==> config.mk <==
export PLATFORM = sky130hd
export DESIGN_NAME = alu_op_sequencer
export DESIGN_NICKNAME = d
export VERILOG_FILES = /design/src/rtl/alu_op_sequencer.sv
export SDC_FILE = /design/constraint.sdc
export NUM_CORES = 1
export LEC_CHECK = 0
export ABC_AREA = 0
export BUFFER_PORTS_ARGS = -buffer_cell sky130_fd_sc_hd__buf_2
export CAP_MARGIN = 25
export CORE_ASPECT_RATIO = 1.1
export CORE_MARGIN = 3
export CORE_UTILIZATION = 47
export CTS_CLUSTER_SIZE = 28
export DETAILED_ROUTE_END_ITERATION = 10
export MAX_ROUTING_LAYER = met4
export PLACE_DENSITY = 0.77
export SKIP_LAST_GASP = 1
export SLEW_MARGIN = 20
export SYNTH_ARGS = -nofsm -noshare
export SYNTH_HDL_FRONTEND = slang
export SYNTH_SLANG_ARGS = --single-unit
==> constraint.sdc <==
create_clock -name clk -period 2.04 [get_ports clk]
set_clock_uncertainty 0.05 [all_clocks]
set_input_delay 0 -clock clk [delete_from_list [all_inputs] [get_ports clk]]
set_output_delay 0 -clock clk [all_outputs]
set_load 0.02 [all_outputs]
==> src/rtl/alu_op_sequencer.sv <==
// alu_op_sequencer: byte-stream command front end driving a 4-op ALU with an accumulator for chained ops
module alu_op_sequencer #(
  parameter int SETTLE_CYCLES = 1
) (
  input  logic       clk,
  input  logic       rst,
  input  logic [7:0] in_data,
  input  logic       in_valid,
  output logic       in_ready,
  output logic [7:0] out_data,
  output logic       out_valid,
  input  logic       out_ready,
  output logic [1:0] alu_sel,
  output logic       alu_oe,
  output logic [7:0] alu_a,
  output logic [7:0] alu_b,
  input  logic [7:0] alu_result,
  output logic       busy
);
  typedef enum logic [2:0] {IDLE, LOAD_A, LOAD_B, EXEC, RESP} state_t;
  state_t     state;
  logic [7:0] acc;
  logic [3:0] cnt;
  // in_ready is high exactly in IDLE/LOAD_A/LOAD_B, so in_valid alone marks a transfer there
  always_ff @(posedge clk) begin
    if (rst) begin
      state     <= IDLE;
      in_ready  <= 1'b1;
      out_valid <= 1'b0;
      busy      <= 1'b0;
      alu_oe    <= 1'b0;
      alu_sel   <= 2'b00;
      alu_a     <= 8'h00;
      alu_b     <= 8'h00;
      out_data  <= 8'h00;
      acc       <= 8'h00;
      cnt       <= 4'd0;
    end else begin
      case (state)
        IDLE: if (in_valid) begin
          alu_sel <= in_data[1:0];
          busy    <= 1'b1;
          if (in_data[2]) begin
            alu_a <= acc;
            state <= LOAD_B;
          end else state <= LOAD_A;
        end
        LOAD_A: if (in_valid) begin
          alu_a <= in_data;
          state <= LOAD_B;
        end
        LOAD_B: if (in_valid) begin
          alu_b    <= in_data;
          cnt      <= 4'd0;
          in_ready <= 1'b0;
          alu_oe   <= 1'b1;
          state    <= EXEC;
        end
        EXEC: if (cnt == 4'(SETTLE_CYCLES - 1)) begin
          out_data  <= alu_result;
          acc       <= alu_result;
          alu_oe    <= 1'b0;
          out_valid <= 1'b1;
          state     <= RESP;
        end else cnt <= cnt + 4'd1;
        RESP: if (out_ready) begin
          out_valid <= 1'b0;
          in_ready  <= 1'b1;
          busy      <= 1'b0;
          state     <= IDLE;
        end
        default: state <= IDLE;
      endcase
    end
  end
endmodule

* Word-level counts from Yosys, hierarchy flattened
Cells that the tools add are included.
** Word-level totals
- Bits in registers :: 37
- Output and inout bits :: 30
- Logic and storage cells :: 63
** Cells by class
- Add/subtract/negate cells :: 1
- Equal/unequal tests :: 11
- Mux-type cells :: 24
- Reductions and logical operators :: 17
** Operators by type and width (count)
- two-way mux 8 bit :: 3
- case mux 8 bit (2 select lines) :: 1
- two-way mux 3 bit :: 5
- case mux 3 bit (5 select lines) :: 1
- AND reduction 3 bit :: 5
- inequality test 2 bit (second input constant) :: 7
- nonzero test 2 bit :: 5
- two-way mux 4 bit :: 2
- case mux 1 bit (2 select lines) :: 4
- case mux 4 bit (2 select lines) :: 1
- == test 3 x 2 -> 1 bit (second input constant) :: 2
- two-way mux 1 bit :: 6
- AND reduction 2 bit :: 3
- AND reduction 5 bit :: 1
- adder 4 x 1 -> 4 bit (second input constant) :: 1
- logical NOT 4 bit :: 1
- AND reduction 4 bit :: 1
- == test 3 x 1 -> 1 bit (second input constant) :: 1
- == test 3 bit (second input constant) :: 1
- logical NOT 3 bit :: 1
- two-way mux 2 bit :: 1

* Depth between registers and ports, before layout
Gate-level depths: netlist (run 1).
- Depth after elaboration :: 3
- Mapped depth :: 6

* Worst setup path after synthesis (run 1)
No wires, ideal clock.
- Kind :: reg-to-reg
- Start point :: reg cnt[0]
- End point :: reg acc[7]
- Library setup time :: 132 ps
- Arrival time :: 1348 ps
- Setup slack :: 510 ps
- Cell stages (with the launch flop) :: 7
- Buffers on the path :: 1
- Period minus slack after synthesis :: 1530 ps
- Cell sequence :: dfxtp_1 > inv_1 > ha_1 > or3b_2 > clkbuf_1 > o21ai_0 > a21oi_1
** On the way
- Cells in the longest elaborated chain, start to end :: 2
** RTL lines
- from (decl) :: RTL line 23 : logic [3:0] cnt;
- from (signal assigned) :: RTL line 65 : end else cnt <= cnt + 4'd1;
- logical NOT 4 bit :: RTL line 59 : EXEC: if (cnt == 4'(SETTLE_CYCLES - 1)) begin
- AND reduction 2 bit (no line)
- to (signal assigned) :: RTL line 61 : acc <= alu_result;
- to (decl) :: RTL line 22 : logic [7:0] acc;
Every way passes these cells.
A chain may end at the register's enable or synchronous reset.

* Worst setup path after layout (run 1)
- Start point :: reg state[0]
- End point :: reg state[1]
** On the way
- Cells in the longest elaborated chain, start to end :: 3
- Elaborated cells on any way between the ends :: 12
- Those cells by class :: eq/ne (9); mux (1); reduce/logical (2)
** RTL lines
- from (decl) :: RTL line 21 : state_t state;
- from (signal assigned) :: RTL line 27 : state <= IDLE;
- from (signal assigned) :: RTL line 45 : state <= LOAD_B;
- from (signal assigned) :: RTL line 46 : end else state <= LOAD_A;
- == test 3 x 1 -> 1 bit (tied with other cells) :: RTL line 39 : case (state)
- inequality test 2 bit (no line)
- AND reduction 5 bit (no line)
Parallel ways exist; a longest one is shown, timed or not.

==> key figures, run 1 <==
Cells and area
  • Layout cells sized above 1: about 25%
  • Fin cells: 305
  • Area delta synth->final: 30.5%
  • Seq. cell area: 741 sq um
  • Commonest non-fill, non-tap cell in the layout: buf_2
  • Leading cell types in the layout, fill and taps excluded: buf_2 (49), dfxtp_1 (37), a21oi_1 (30), nand2_1 (19), dlygate4sd3_1 (17)
  • ANT cells: 0
  • Area of the multi-input gates: 835 sq um
  • Filler cells: 299
  • Final #Nets: 278
  • Design Area, Final: 2180 sq um

Drt
  • Vias per cell: 5.44
  • WL final: 4530 microns
  • DRC violations left: 0
  • First-pass DRT Iterations: 4
  • Wirelength per Cell: 14.9 microns
  • Initial DRC count: 69
  • Vias: 1658
  • Final ANT Viol Nets: 0

Synthesis
  • Synth Cell Area: 1670 sq um
  • EDFF count, synth: 0
  • Primary FF master, synth: dfxtp_1
  • Fraction of registers with async set/reset: 0%
  • Synth unique cells: 35
  • Synth warnings: 0
  • Cell taking the most area after synthesis: dfxtp_1
  • Seq cells post-synth: 37
  • Avg Cell Area, Syn: 8.50 sq um
  • Seq/Total Area, Yosys: 44.2%
  • Post-synthesis instance total: 197
  • Net count after synthesis: between 200 and 250
  • Ranking of synthesized cells by area: dfxtp_1 (44%), a21oi_1 (9.0%), o21ai_0 (4.5%), nand2_1 (4.3%), nand3_1 (3.9%)
  • Top cell type's share of synthesized area: 44.2%

Timing
  • Final period utilization: 84.5%
  • Fmax: 0.580 GHz
  • Total Negative Setup Slacks: 0 ps
  • Max-slew violations: 0
  • PnR worst setup slack: approximately 320 ps
  • Setup-failing EPs final: 0
  • Least-Margin Pin Slew: between 600 and 700 ps
  • RSZ-0062 raised after global routing: no
  • Period minus WS final: 1720 ps
  • Final Hold Viols: 0
  • Worst slew margin: 57.9%

Power and ir drop
  • Worst VDD drop: approximately 520 uV
  • PD cells: between 700 and 800 nW/um^2
  • Leakage: 0.915 nW

Clocking
  • Post_cts resized: 0
  • Inserted Clock Buffers: 5
  • Max clock buf depth: 2
  • Cts hold-fix bufs: 17
  • CTS tree: done
  • Worst-path clk slew: between 100 and 150 ps
  • Worst-Skew Late Latency: between 300 and 400 ps
  • Setup repair bufs after CTS: 0
  • H-tree depth: 2
  • Root buffer cell: clkbuf_4
  • Num Clock Sinks: 37

Run status
  • Status: complete, no violations

Setup path
  • Crit Path Max Fanout: 15
  • Kind of end point of the critical path: flop
  • Crit Path Category: flop to flop
  • Worst path required time: 2250 ps
  • Slowest-stage cell, CP: dfxtp_1
  • Crit-path cells: and3b_1 > a2bb2oi_1 > a311oi_1
  • Critical Path Start Type: flop
  • CP max stage delay: 630 ps
  • Worst EP arrival: 1930 ps
  • Crit path buffers/inverters: 0
  • Top delay family on crit path: flip-flops

Global routing
  • Largest net degree at the start of global routing: 37
  • First-pass GRT wire length: around 7300 microns
  • Initial antenna violation count: 0
  • Vias in the first global route: 1450
  • Overall global routing resource usage: 22.2%
  • GR Overflow Total: 0

Floorplan
  • Num rows: 22
  • Core Box Area: between 3000 and 4000 sq um
  • Starting Density: between 40% and 50%
  • Die Y: 68.6 microns
  • Die ar.: 4310 sq um
  • Die Wd: 62.9 microns
  • IO Count: 50

Placed design
  • Gpl congestion: 0.837
  • DP HPWL: around 2900 microns
  • Setup WS pre-CTS: 363 ps
  • Placed cell areas: 1930 sq um
  • Cells after DPL: 280
  • PortBufs: 49

Flow run
  • Max-cap violation count: 0

Worst hold path
  • Tightest Hold Check Type: primary input to flop
==> worst paths after layout <==
| check | from | endpoint | slack, ps | depth (start not counted) |
|---|---|---|---|---|
| max | state[0] | state[1] | 320 | 3 |
| min | in_valid | busy | 80 | 4 |
| max reg2reg | state[0] | state[1] | 320 | 3 |
| min reg2reg | alu_b[0] | alu_b[0] | 410 | 2 |
==> cells in the mapped netlist (3+ instances only) <==
cell / number
buf_2: 4
a211oi_1: 4
o21ai_0: 15
mux2i_1: 3
a221oi_1: 7
nand3_1: 13
nor2_1: 6
or3b_1: 3
dfxtp_1: 37
a21oi_1: 30
nand2b_1: 8
nor3_1: 7
nand2_1: 19
inv_1: 7
clkbuf_1: 11
==> state kept, by name, indices dropped and copies added, names as in the netlist <==
name and cells:
alu_b 8, cnt 4, state 3, alu_a 8
acc 8, busy 1, alu_oe 1, out_valid 1
alu_sel 2, in_ready 1
==> tightest hold or removal path: cells and delay by family <==
family,cells,cell delay (ps)
buffers and inverters,1,130
AND/OR/NAND/NOR,2,190
AO/OA/AOI/OAI,1,110
==> through the flow <==
stage,utilization [%],power (mW),hold WS [ps]
final,64.5,1.65,77.5
after global routing,64.5,1.74,94.2
after CTS,64.5,1.66,62.6
after detailed placement,57.0,1.10,210
after global placement,57.0,1.09,204
after floorplan,-,1.01,86.0
==> logic make-up (layout without fill, tap and decap cells) <==
logic type	count (synthesis)	in the layout	synth area share (%)
and+or+nand+nor	71	71	25.8
AOI/OAI and AO/OA	60	60	20.8
DFF	37	37	44.2
buffers and inverters	24	84	5.90
muxes	3	3	1.79
adders and majority gates	2	2	1.49
==> cell type report <==
class	count	share of cell area [%]
clock buffers	7	2.52
inverters	7	1.20
well taps	48	2.75
flip-flops and latches	37	33.9
clock inverters	1	1.37
repair buffers	69	20.0
multi-input cells	136	38.2
==> report_power, final <==
| group | total (mW) | switching, mW | internal (mW) |
|---|---|---|---|
| Combinational | 0.313 | 0.181 | 0.132 |
| Sequential | 0.801 | 0.0369 | 0.764 |
| Clock | 0.538 | 0.246 | 0.293 |
==> routing by layer <==
metal | part of all wire, % | GRT usage (%) | vias to the layer above
li1 | - | - | 823
met1 | 44 | 29.1 | 769
met2 | 48 | 34.1 | 56
met3 | 5.8 | 5.19 | 10
met4 | 1.7 | 7.16 | 0
met5 | 0 | - | -
(Power assumes the default switching activity.)
==> run 2: changes to the inputs <==
==> constraint.sdc (replaced) <==
create_clock -name clk -period 1.7 [get_ports clk]
set_clock_uncertainty 0.05 [all_clocks]
set_input_delay 0 -clock clk [delete_from_list [all_inputs] [get_ports clk]]
set_output_delay 0 -clock clk [all_outputs]
set_load 0.02 [all_outputs]
==> run 2 against run 1 <==
Critical path depth up 1. Combinational power up 30%. Routed wire length up 5.6%. Highest routed layer unchanged. Die area unchanged. Maximum frequency up 12%. Register-to-register slack worse by 160 ps. Sequential share of layout area down 0.76 points. Setup slack worse by 160 ps.
==> key figures, run 2 (same netlist as run 1, synthesis figures left out) <==
Setup path
  • Crit Path Max Fanout: 8 (was 15)
  • Worst path required time: 1920 ps (was 2250 ps)
  • Slowest-stage cell, CP: dfxtp_1 (unchanged)
  • Critical Path Start Type: flop (unchanged)
  • Worst EP arrival: 1770 ps (was 1930 ps)
  • Crit-path cells: and3b_1 > buf_4 > nand3_1 > a211oi_1 (was and3b_1 > a2bb2oi_1 > a311oi_1)
  • CP max stage delay: 510 ps (was 630 ps)
  • Crit Path Category: flop to flop (unchanged)
  • Kind of end point of the critical path: flop (unchanged)

Global routing
  • First-pass GRT wire length: 7190 microns (was 7270 microns)
  • Initial antenna violation count: 0 (unchanged)
  • Overall global routing resource usage: 22.2% (about the same)
  • Largest net degree at the start of global routing: 37 (unchanged)
  • Vias in the first global route: 1432 (was 1450)
  • GR Overflow Total: 0 (unchanged)

Power and ir drop
  • Leakage: 0.947 nW (was 0.915 nW)
  • Worst VDD drop: 487 uV (was 522 uV)
  • PD cells: 830 nW/um^2 (was 756 nW/um^2)

Floorplan
  • Core Box Area: 3390 sq um (unchanged)
  • IO Count: 50 (unchanged)
  • Num rows: 22 (unchanged)
  • Die Y: 68.6 microns (unchanged)
  • Die ar.: 4310 sq um (unchanged)
  • Starting Density: 49.4% (unchanged)
  • Die Wd: 62.9 microns (unchanged)

Clocking
  • Num Clock Sinks: 37 (unchanged)
  • H-tree depth: 2 (unchanged)
  • CTS tree: done (unchanged)
  • Max clock buf depth: 2 (unchanged)
  • Root buffer cell: clkbuf_4 (unchanged)
  • Inserted Clock Buffers: 5 (unchanged)
  • Worst-Skew Late Latency: 350 ps (about the same)
  • Worst-path clk slew: 110 ps (about the same)

Drt
  • Vias per cell: 5.48 (was 5.44)
  • Final ANT Viol Nets: 0 (unchanged)
  • Wirelength per Cell: 15.3 microns (was 14.9 microns)
  • First-pass DRT Iterations: 4 (unchanged)
  • Initial DRC count: 123 (was 69)
  • WL final: 4790 microns (was 4530 microns)
  • Vias: 1714 (was 1658)
  • DRC violations left: 0 (unchanged)

Timing
  • Final Hold Viols: 0 (unchanged)
  • Hold slack: 75.0 ps (was 77.5 ps)
  • Fmax: 0.648 GHz (was 0.580 GHz)
  • Final period utilization: 90.8% (was 84.5%)
  • Least-Margin Pin Slew: 692 ps (was 631 ps)
  • Worst slew margin: 53.8% (was 57.9%)
  • Setup-failing EPs final: 0 (unchanged)
  • RSZ-0062 raised after global routing: no (unchanged)
  • Period minus WS final: 1540 ps (was 1720 ps)
  • Max-slew violations: 0 (unchanged)
  • Total Negative Setup Slacks: 0 ps (unchanged)

Cells and area
  • Final Util: 66.0% (was 64.5%)
  • Area delta synth->final: 33.5% (was 30.5%)
  • ANT cells: 0 (unchanged)
  • Commonest non-fill, non-tap cell in the layout: buf_2 (unchanged)
  • Leading cell types in the layout, fill and taps excluded: buf_2 (49), dfxtp_1 (37), a21oi_1 (30), nand2_1 (19), dlygate4sd3_1 (17) (unchanged)
  • Layout cells sized above 1: 28.3% (was 25.3%)
  • Fin cells: 313 (was 305)
  • Biggest regs: acc x8, alu_a x8, alu_b x8 (unchanged)
  • Final #Nets: 287 (was 278)

Placed design
  • Gpl congestion: 0.842 (was 0.837)
  • Cells after DPL: 289 (was 280)
  • PortBufs: 49 (unchanged)
  • DP HPWL: 3060 microns (was 2870 microns)

Run status
  • Status: complete, no violations (unchanged)

Worst hold path
  • Tightest Hold Check Type: primary input to flop (unchanged)

Flow run
  • Max-cap violation count: 0 (unchanged)
run 2: cell types whose count changed in the layout (fill, tap and decap cells not counted):
cell,before,now
or3b_4,0,1
or3b_2,1,0
buf_4,3,12
bufinv_16,1,0
a2bb2oi_2,0,1
clkbuf_1,1,0
clkinvlp_4,0,1
a2bb2oi_1,1,0
run 2: metal layers:
layer	vias up	global-route usage, %	part of all wire, %
li1	836	-	-
met1	811	28.3	43
met2	53	34.5	49
met3	14	5.35	4.7
met4	0	8.26	2.8
met5	-	-	0
run 2: critical path: cells and delay by family, from the launching register on:
family / cells / cell delay, ps
compound gates: 1 / 180
simple gates: 2 / 500
flops: 1 / 510
buf+inv: 1 / 220
run 2: cell type report:
class                   count  area (sq um)
multi-input cells         136           843
repair buffers             78           505
clock inverters             1          7.51
flip-flops and latches     37           741
fillers                   281          1150
clock buffers               6          51.3
well taps                  48          60.1
inverters                   7          26.3
run 2: final timing paths:
| kind | start | to | slack [ps] | cells past startpoint |
|---|---|---|---|---|
| max reg2reg | state[1] | cnt[1] | 160 | 4 |
| min reg2reg | alu_b[0] | alu_b[0] | 410 | 2 |
| max | state[1] | cnt[1] | 160 | 4 |
| min | in_valid | busy | 70 | 4 |
run 2: power breakdown:
part	switching, mW	leakage, nW	internal (mW)
combinational	0.233	0.615	0.175
sequential	0.0357	0.301	0.916
clock	0.301	0.0303	0.194
total	0.570	0.947	1.28
run 2: through the flow:
stage	instance area, sq um	worst slack [ps]	power, mW
4_1_cts	2230	8.76	1.85
6_report	2230	156	1.85
2_1_floorplan	1670	170	1.21
5_1_grt	2230	28.1	1.94
3_5_place_dp	2000	22.9	1.34
3_3_place_gp	2000	107	1.33
run 2: repair_timing:
item                                   CTS  global route
hold buffers                            17             0
resized for setup                        0             2
setup buffers                            0             0
endpoints found under the hold margin   26             0
setup endpoints to repair                0             4
